## src/rtl/uart_pkt_arbiter.sv

```systemverilog
// uart_pkt_arbiter: round-robin two-channel ADC sample packetiser driving a byte-wide UART transmitter.
// Define UART_PKT_CHECKSUM_EN to append an XOR checksum byte to every packet.
module uart_pkt_arbiter #(
  parameter logic [3:0] HDR_NIBBLE = 4'hA,
  parameter int         GUARD_CYC  = 1
) (
  input  logic        clk,
  input  logic        rst,
  input  logic [11:0] ch0_data,
  input  logic [11:0] ch1_data,
  input  logic        ch0_valid,
  input  logic        ch1_valid,
  output logic        ch0_ready,
  output logic        ch1_ready,
  output logic        TxD_start,
  output logic [7:0]  TxD_data,
  input  logic        TxD_busy,
  output logic        pkt_active
);
  localparam int CW = GUARD_CYC > 1 ? $clog2(GUARD_CYC) : 1;
  typedef enum logic [2:0] {IDLE, LOAD, SEND, GUARD, WAIT_BUSY} state_t;
  state_t state, state_n;
  logic [1:0] arm;
  logic last, ch_id, gnt, grant;
  logic [11:0] data;
  logic [1:0] idx;
  logic [CW-1:0] cnt;
  logic [7:0] b0, b1, b2, nxt_byte;
  logic last_byte;
  assign b0 = {HDR_NIBBLE, 3'b000, ch_id};
  assign b1 = {4'h0, data[11:8]};
  assign b2 = data[7:0];
`ifdef UART_PKT_CHECKSUM_EN
  assign last_byte = idx == 2'd3;
  assign nxt_byte  = idx == 2'd0 ? b1 : idx == 2'd1 ? b2 : b0 ^ b1 ^ b2;
`else
  assign last_byte = idx == 2'd2;
  assign nxt_byte  = idx == 2'd0 ? b1 : b2;
`endif
  // Ties go to the channel not served last; arm holds off grants for two cycles out of reset.
  assign gnt        = (ch0_valid && ch1_valid) ? ~last : ch1_valid;
  assign grant      = state == IDLE && arm[1] && (ch0_valid || ch1_valid);
  assign pkt_active = state != IDLE;
  always_ff @(posedge clk)
    state <= !rst ? IDLE : state_n;
  always_comb begin
    state_n   = state;
    TxD_start = 1'b0;
    ch0_ready = grant && !gnt;
    ch1_ready = grant && gnt;
    case (state)
      IDLE:      state_n = grant ? LOAD : IDLE;
      LOAD:      state_n = SEND;
      SEND: begin
        TxD_start = !TxD_busy;
        state_n   = TxD_busy ? SEND : GUARD;
      end
      GUARD:     state_n = cnt == CW'(GUARD_CYC - 1) ? WAIT_BUSY : GUARD;
      WAIT_BUSY: state_n = TxD_busy ? WAIT_BUSY : last_byte ? IDLE : SEND;
      default:   state_n = IDLE;
    endcase
  end
  always_ff @(posedge clk) begin
    if (!rst) begin
      arm      <= 2'b00;
      last     <= 1'b1;
      ch_id    <= 1'b0;
      data     <= 12'h000;
      idx      <= 2'd0;
      cnt      <= '0;
      TxD_data <= 8'h00;
    end else begin
      arm <= {arm[0], 1'b1};
      if (grant) begin
        ch_id <= gnt;
        last  <= gnt;
        data  <= gnt ? ch1_data : ch0_data;
      end
      if (state == LOAD) begin
        idx      <= 2'd0;
        TxD_data <= b0;
      end
      cnt <= state == GUARD ? cnt + CW'(1) : '0;
      if (state == WAIT_BUSY && !TxD_busy && !last_byte) begin
        idx      <= idx + 2'd1;
        TxD_data <= nxt_byte;
      end
    end
  end
endmodule

```

## config.mk

```make
export PLATFORM = sky130hd
export DESIGN_NAME = uart_pkt_arbiter
export DESIGN_NICKNAME = d
export VERILOG_FILES = /design/src/rtl/uart_pkt_arbiter.sv
export SDC_FILE = /design/constraint.sdc
export NUM_CORES = 1
export LEC_CHECK = 0
export CORE_MARGIN = 2
export CORE_UTILIZATION = 37
export CTS_CLUSTER_SIZE = 40
export DETAILED_ROUTE_END_ITERATION = 10
export GPL_TIMING_DRIVEN = 0
export SETUP_SLACK_MARGIN = 0.02
export SYNTH_ARGS = -nofsm -noshare
export SYNTH_HDL_FRONTEND = slang
export SYNTH_SLANG_ARGS = --single-unit
```

## constraint.sdc

```tcl
create_clock -name clk -period 1.95 [get_ports clk]
set_clock_uncertainty 0.1 [all_clocks]
set_input_delay 0.2925 -clock clk [delete_from_list [all_inputs] [get_ports clk]]
set_output_delay 0.2925 -clock clk [all_outputs]
set_load 0.02 [all_outputs]
```

## After elaboration in Yosys (flattened, before gate mapping)

Index checks and enable logic that the tools add are counted.

| word-level totals | value |
|---|---|
| input bits | 29 |
| output and inout bits | 12 |
| register bits | 30 |

| operators by class | value |
|---|---|
| equality and inequality tests | 5 |
| reduce and logical (&&, ||, !) cells | 16 |
| bitwise operators | 1 |
| $add $sub $neg | 2 |
| muxes and demuxes | 15 |

Operators with widths:

| kind | number |
|---|---|
| $mux W8 | 3 |
| $pmux W3 S5 | 1 |
| $mux W12 | 1 |
| $logic_and A1 B1 Y1 | 7 |
| $eq A3 B2 Y1 const B | 2 |
| $mux W2 | 3 |
| $mux W3 | 2 |
| $mux W1 | 5 |
| $eq A3 B1 Y1 const B | 1 |
| $eq A3 B3 Y1 const B | 1 |
| $logic_not A1 Y1 | 3 |
| $logic_not A3 Y1 | 1 |
| $reduce_bool A3 Y1 | 1 |
| $add A2 B1 Y2 const B | 1 |
| $eq A2 B2 Y1 const B | 1 |
| $logic_not A2 Y1 | 1 |
| $reduce_and A2 Y1 | 1 |
| $reduce_bool A2 Y1 | 1 |
| $add A1 B1 Y1 const B | 1 |
| $logic_or A1 B1 Y1 | 1 |
| $not A1 Y1 | 1 |

## Logic depth before layout (Yosys ltp)

Gate-level depths: netlist (run 1).

| logic depth | value |
|---|---|
| word-level depth | 5 |
| mapped depth | 6 |
| depth with buffers taken out | 5 |

## Worst setup path before layout (run 1)

OpenSTA, ideal clock, no wires.

| path | value |
|---|---|
| path kind | input -> output |
| from | in TxD_busy |
| to | out TxD_start |
| slack | 0.274 ns |
| path buffers | 1 |
| arrival time | 1.283 ns |
| stages | 2 |
| path through | clkbuf_1 > nor4b_1 |

| between the ends | value |
|---|---|
| word-level cells in the longest chain between the ends | 2 |

Ends and longest elaborated chain:

| item | line | text |
|---|---|---|
| start, declared | 17 | `input logic TxD_busy,` |
| $logic_not A1 Y1 | 55 | `TxD_start = !TxD_busy;` |
| $mux W1 | 51 | `case (state)` |
| end, declared | 15 | `output logic TxD_start,` |

No other way between the ends.

## Final worst setup path (run 1)

| path | value |
|---|---|
| from | reg state[2] |
| to | out pkt_active |

| between the ends | value |
|---|---|
| word-level cells in the longest chain between the ends | 1 |

Ends and longest elaborated chain:

| item | line | text |
|---|---|---|
| start, declared | 22 | `state_t state, state_n;` |
| start signal, assigned | 45 | `state <= !rst ? IDLE : state_n;` |
| $reduce_bool A3 Y1 | 43 | `assign pkt_active = state != IDLE;` |
| end, declared | 18 | `output logic pkt_active` |

No other way between the ends.

==> results.yml, run 1 <==
logic_synthesis:
  yosysMostFrequentCell: "dfxtp_1"
  synth_top_family_by_area: "compound AO/OA/AOI/OAI gates"
  syn_area_um2: 1520
  netlist_instances: 166
  synth_top_area_frac: 0.395
  synthArstFlopShare: 0
  ys_seq_elements: 30
  muxShareOfSynthArea: 0.0297
  yosys.area_share.simple: 0.208
  synth_flop_cell: "dfxtp_1"
  synth_common_cells: "dfxtp_1 (30), nand2_1 (26), a21oi_1 (21)"
  synth_cell_types: 41
  yosys_warnings: 0
  synth-compound-area-share: 0.287
  synth_xor_area_frac: 0
  synth_nets: 197
  synth_edf_count: 0
  ys_seq_area_frac: 0.395
  synth_fa_ha_area_frac: 0.0165
  synthTopCellsByArea: "dfxtp_1 (40%), a311oi_2 (7.9%), a21oi_1 (6.9%), nand2_1 (6.4%), nand3_1 (3.3%)"
  yosys.area.top_type: "dfxtp_1"
  synth_area_per_cell_um2: 9.15
floorplan:
  std_cell_rows: 23
  pin_count: 41
  dieWidth_um: 68.1
  start_util: 0.382
  die_h_um: 68.1
  die-area_um2: 4630
  core_area_um2: 3970
routing:
  detail_route.vias_per_cell: 5.16
  antenna_left: 0
  wirelength_um: 3760
  vias: 1387
  post-route-drc-count: 0
  initialDrtViolationCount: 50
  dr.pass1.iters: 4
  wire_per_inst_um: 14.0
placed_design:
  port_buffers: 40
  place_ws_ns: -0.675
  place.gp.congestion: 0.824
  postPlaceCellArea_um2: 1980
  hpwlAfterDp_um: 2860
timing:
  max_freq_mhz: 542
  relSlewSlack: 0.569
  fin_worst_hold_slack_ns: 0.344
  layout_setup_ws_ns: 0.103
  hold_viol_final: 0
  fin_crit_ns: 1.85
  fin_tns_setup_ns: 0
  finalCritPeriodShare: 0.947
  drv_slew: 0
  worst_slew_pin_slew_ns: 0.646
  setup_viol: 0
  rsz0062_at_grt: "false"
finish:
  final_nets: 249
  n_fill_cell: 383
  drive_above_1_share: 0.224
  regArea_um2: 601
  multi_input_area_um2: 835
  syn2layout_area_growth_pct: 41.3
  diodes: 0
  final_cell_area_um2: 2150
global_route:
  grt_first_pass_wirelength_um: 6270
  grtUsageTotal: 0.182
  grt_max_degree: 11
  antenna_found_initial: 0
  grt_remaining_overflow: 0
  grt_pass1_vias: 1424
pwr:
  p_seq_frac: 0.436
  cellPowerDensity_nw_per_um2: 706
  leakage_uw: 0.000807
  netSwitchingFraction: 0.250
  comb_power_share: 0.177
  clkPwrFrac: 0.387
  p_switching_uw: 378
  irDropWorstVdd_mv: 0.354
  intPower_uw: 1140
worst_setup_path:
  cp-end-kind: "output pin"
  r2r-start: "idx[0]"
  ff2ff_setup_slack_ns: 0.23
  worst_ep_required_time_ns: 1.56
  path_class: "flop to output pin"
  cp-start-kind: "flop"
  cp_max_fo: 9
  reg2reg_depth: 6
  worstPathArrival_ns: 1.45
  r2r_end: "TxD_data[7]"
clocking:
  cts.sinks: 30
  cts_max_level: 2
  tritoncts: "done"
  path_clk_slew_ns: 0.06
  cts.path.max_buffers: 2
  cts_root_buf: "clkbuf_8"
  hold_buffers: 0
  cts_buffers: 5
  clock_latency_ns: 0.29
hold_path:
  hold-path-endpoint: "arm[1]"
  hold_class: "flop to flop"
  hp-start: "arm[0]"
  hold_depth: 1
run:
  maxCapViolCount: 0
run_status:
  outcome: "finished clean"
critical path: stages (launching register included):
cell	delay (ns)
dfxtp_1	0.29
buf_4	0.16
nor3_4	0.22
buf_4	0.16
inv_2	0.06
clkdlybuf4s15_1	0.28
power by group through the flow:
stage	logic [uW]	clock network [uW]	registers (uW)
finish	268	586	660
global placement	246	0	672
CTS	265	592	660
floorplan	145	0	671
detailed placement	252	0	673
global route	292	621	664
repair_timing:
item,4_1_cts,5_1_grt
endpoints found under the setup margin,4,12
resized for setup,21,6
hold endpoints to repair,0,0
buffers inserted,4,1
pin swaps,2,2
cell usage in the layout, fill, tap and decap left out, drive strengths merged, types with 3 or more instances in the layout:
cell type / synthesis / layout
nand3: 10 / 10
buf: 9 / 17
nor2: 6 / 6
clkbuf: 4 / 12
mux2: 4 / 4
a311oi: 12 / 12
clkdlybuf4s50: 0 / 34
inv: 5 / 5
a21oi: 21 / 21
o21ai: 4 / 4
dfxtp: 30 / 30
nand2b: 3 / 3
o311ai: 6 / 6
nand2: 26 / 26
per-stage QoR:
| stage | util | std cells | total power [uW] |
|---|---|---|---|
| after global placement | 0.499 | 256 | 919 |
| final | 0.540 | 269 | 1510 |
| after floorplan | - | 166 | 816 |
| after global routing | 0.540 | 269 | 1580 |
| after detailed placement | 0.499 | 256 | 925 |
| after CTS | 0.536 | 268 | 1520 |
how the worst max path moves through the flow:
stage	from	end	slack [ns]
final	state[2]	pkt_active	0.10
after global routing	state[2]	ch0_ready	0.03
after CTS	ch1_valid	ch0_ready	0.03
after detailed placement	ch1_valid	ch1_ready	-0.68
after global placement	ch1_valid	ch1_ready	-0.62
after floorplan	TxD_busy	TxD_start	0.27
registers in the layout, indices dropped and copies added, names as in the netlist:
name      cells
ch_id         1
cnt           1
idx           2
last          1
TxD_data      8
arm           2
state         3
data         12
layout make-up:
class                   count  area share
plain buffers              13      0.0431
clock buffers               8      0.0513
inverters                   5     0.00875
multi-input cells         118       0.389
flip-flops and latches     30       0.280
well taps                  50      0.0292
repair buffers             45       0.199
kinds of logic (layout without fill, tap and decap cells):
kind of cell,Yosys count,in the layout
adder cells (fa/ha/maj),2,2
flip-flops,30,30
AND/OR/NAND/NOR,58,58
AO/OA/AOI/OAI,54,54
buffers and inverters,18,71
multiplexers,4,4
per-layer routing:
| layer | vias up | wire [um] | GRT usage |
|---|---|---|---|
| li1 | 716 | - | - |
| met1 | 627 | 1610 | 0.199 |
| met2 | 38 | 1890 | 0.330 |
| met3 | 6 | 212 | 0.0510 |
| met4 | 0 | 47 | 0.0675 |
| met5 | - | 0 | 0 |
(Power assumes the default switching activity.)
==> run 2, diff against run 1 <==
Settings changed: CTS_CLUSTER_SIZE 40 to not set, HOLD_SLACK_MARGIN set to 0.1.
==> results of run 2 <==
Final layout, timing and power as in run 1 (identical DEF).
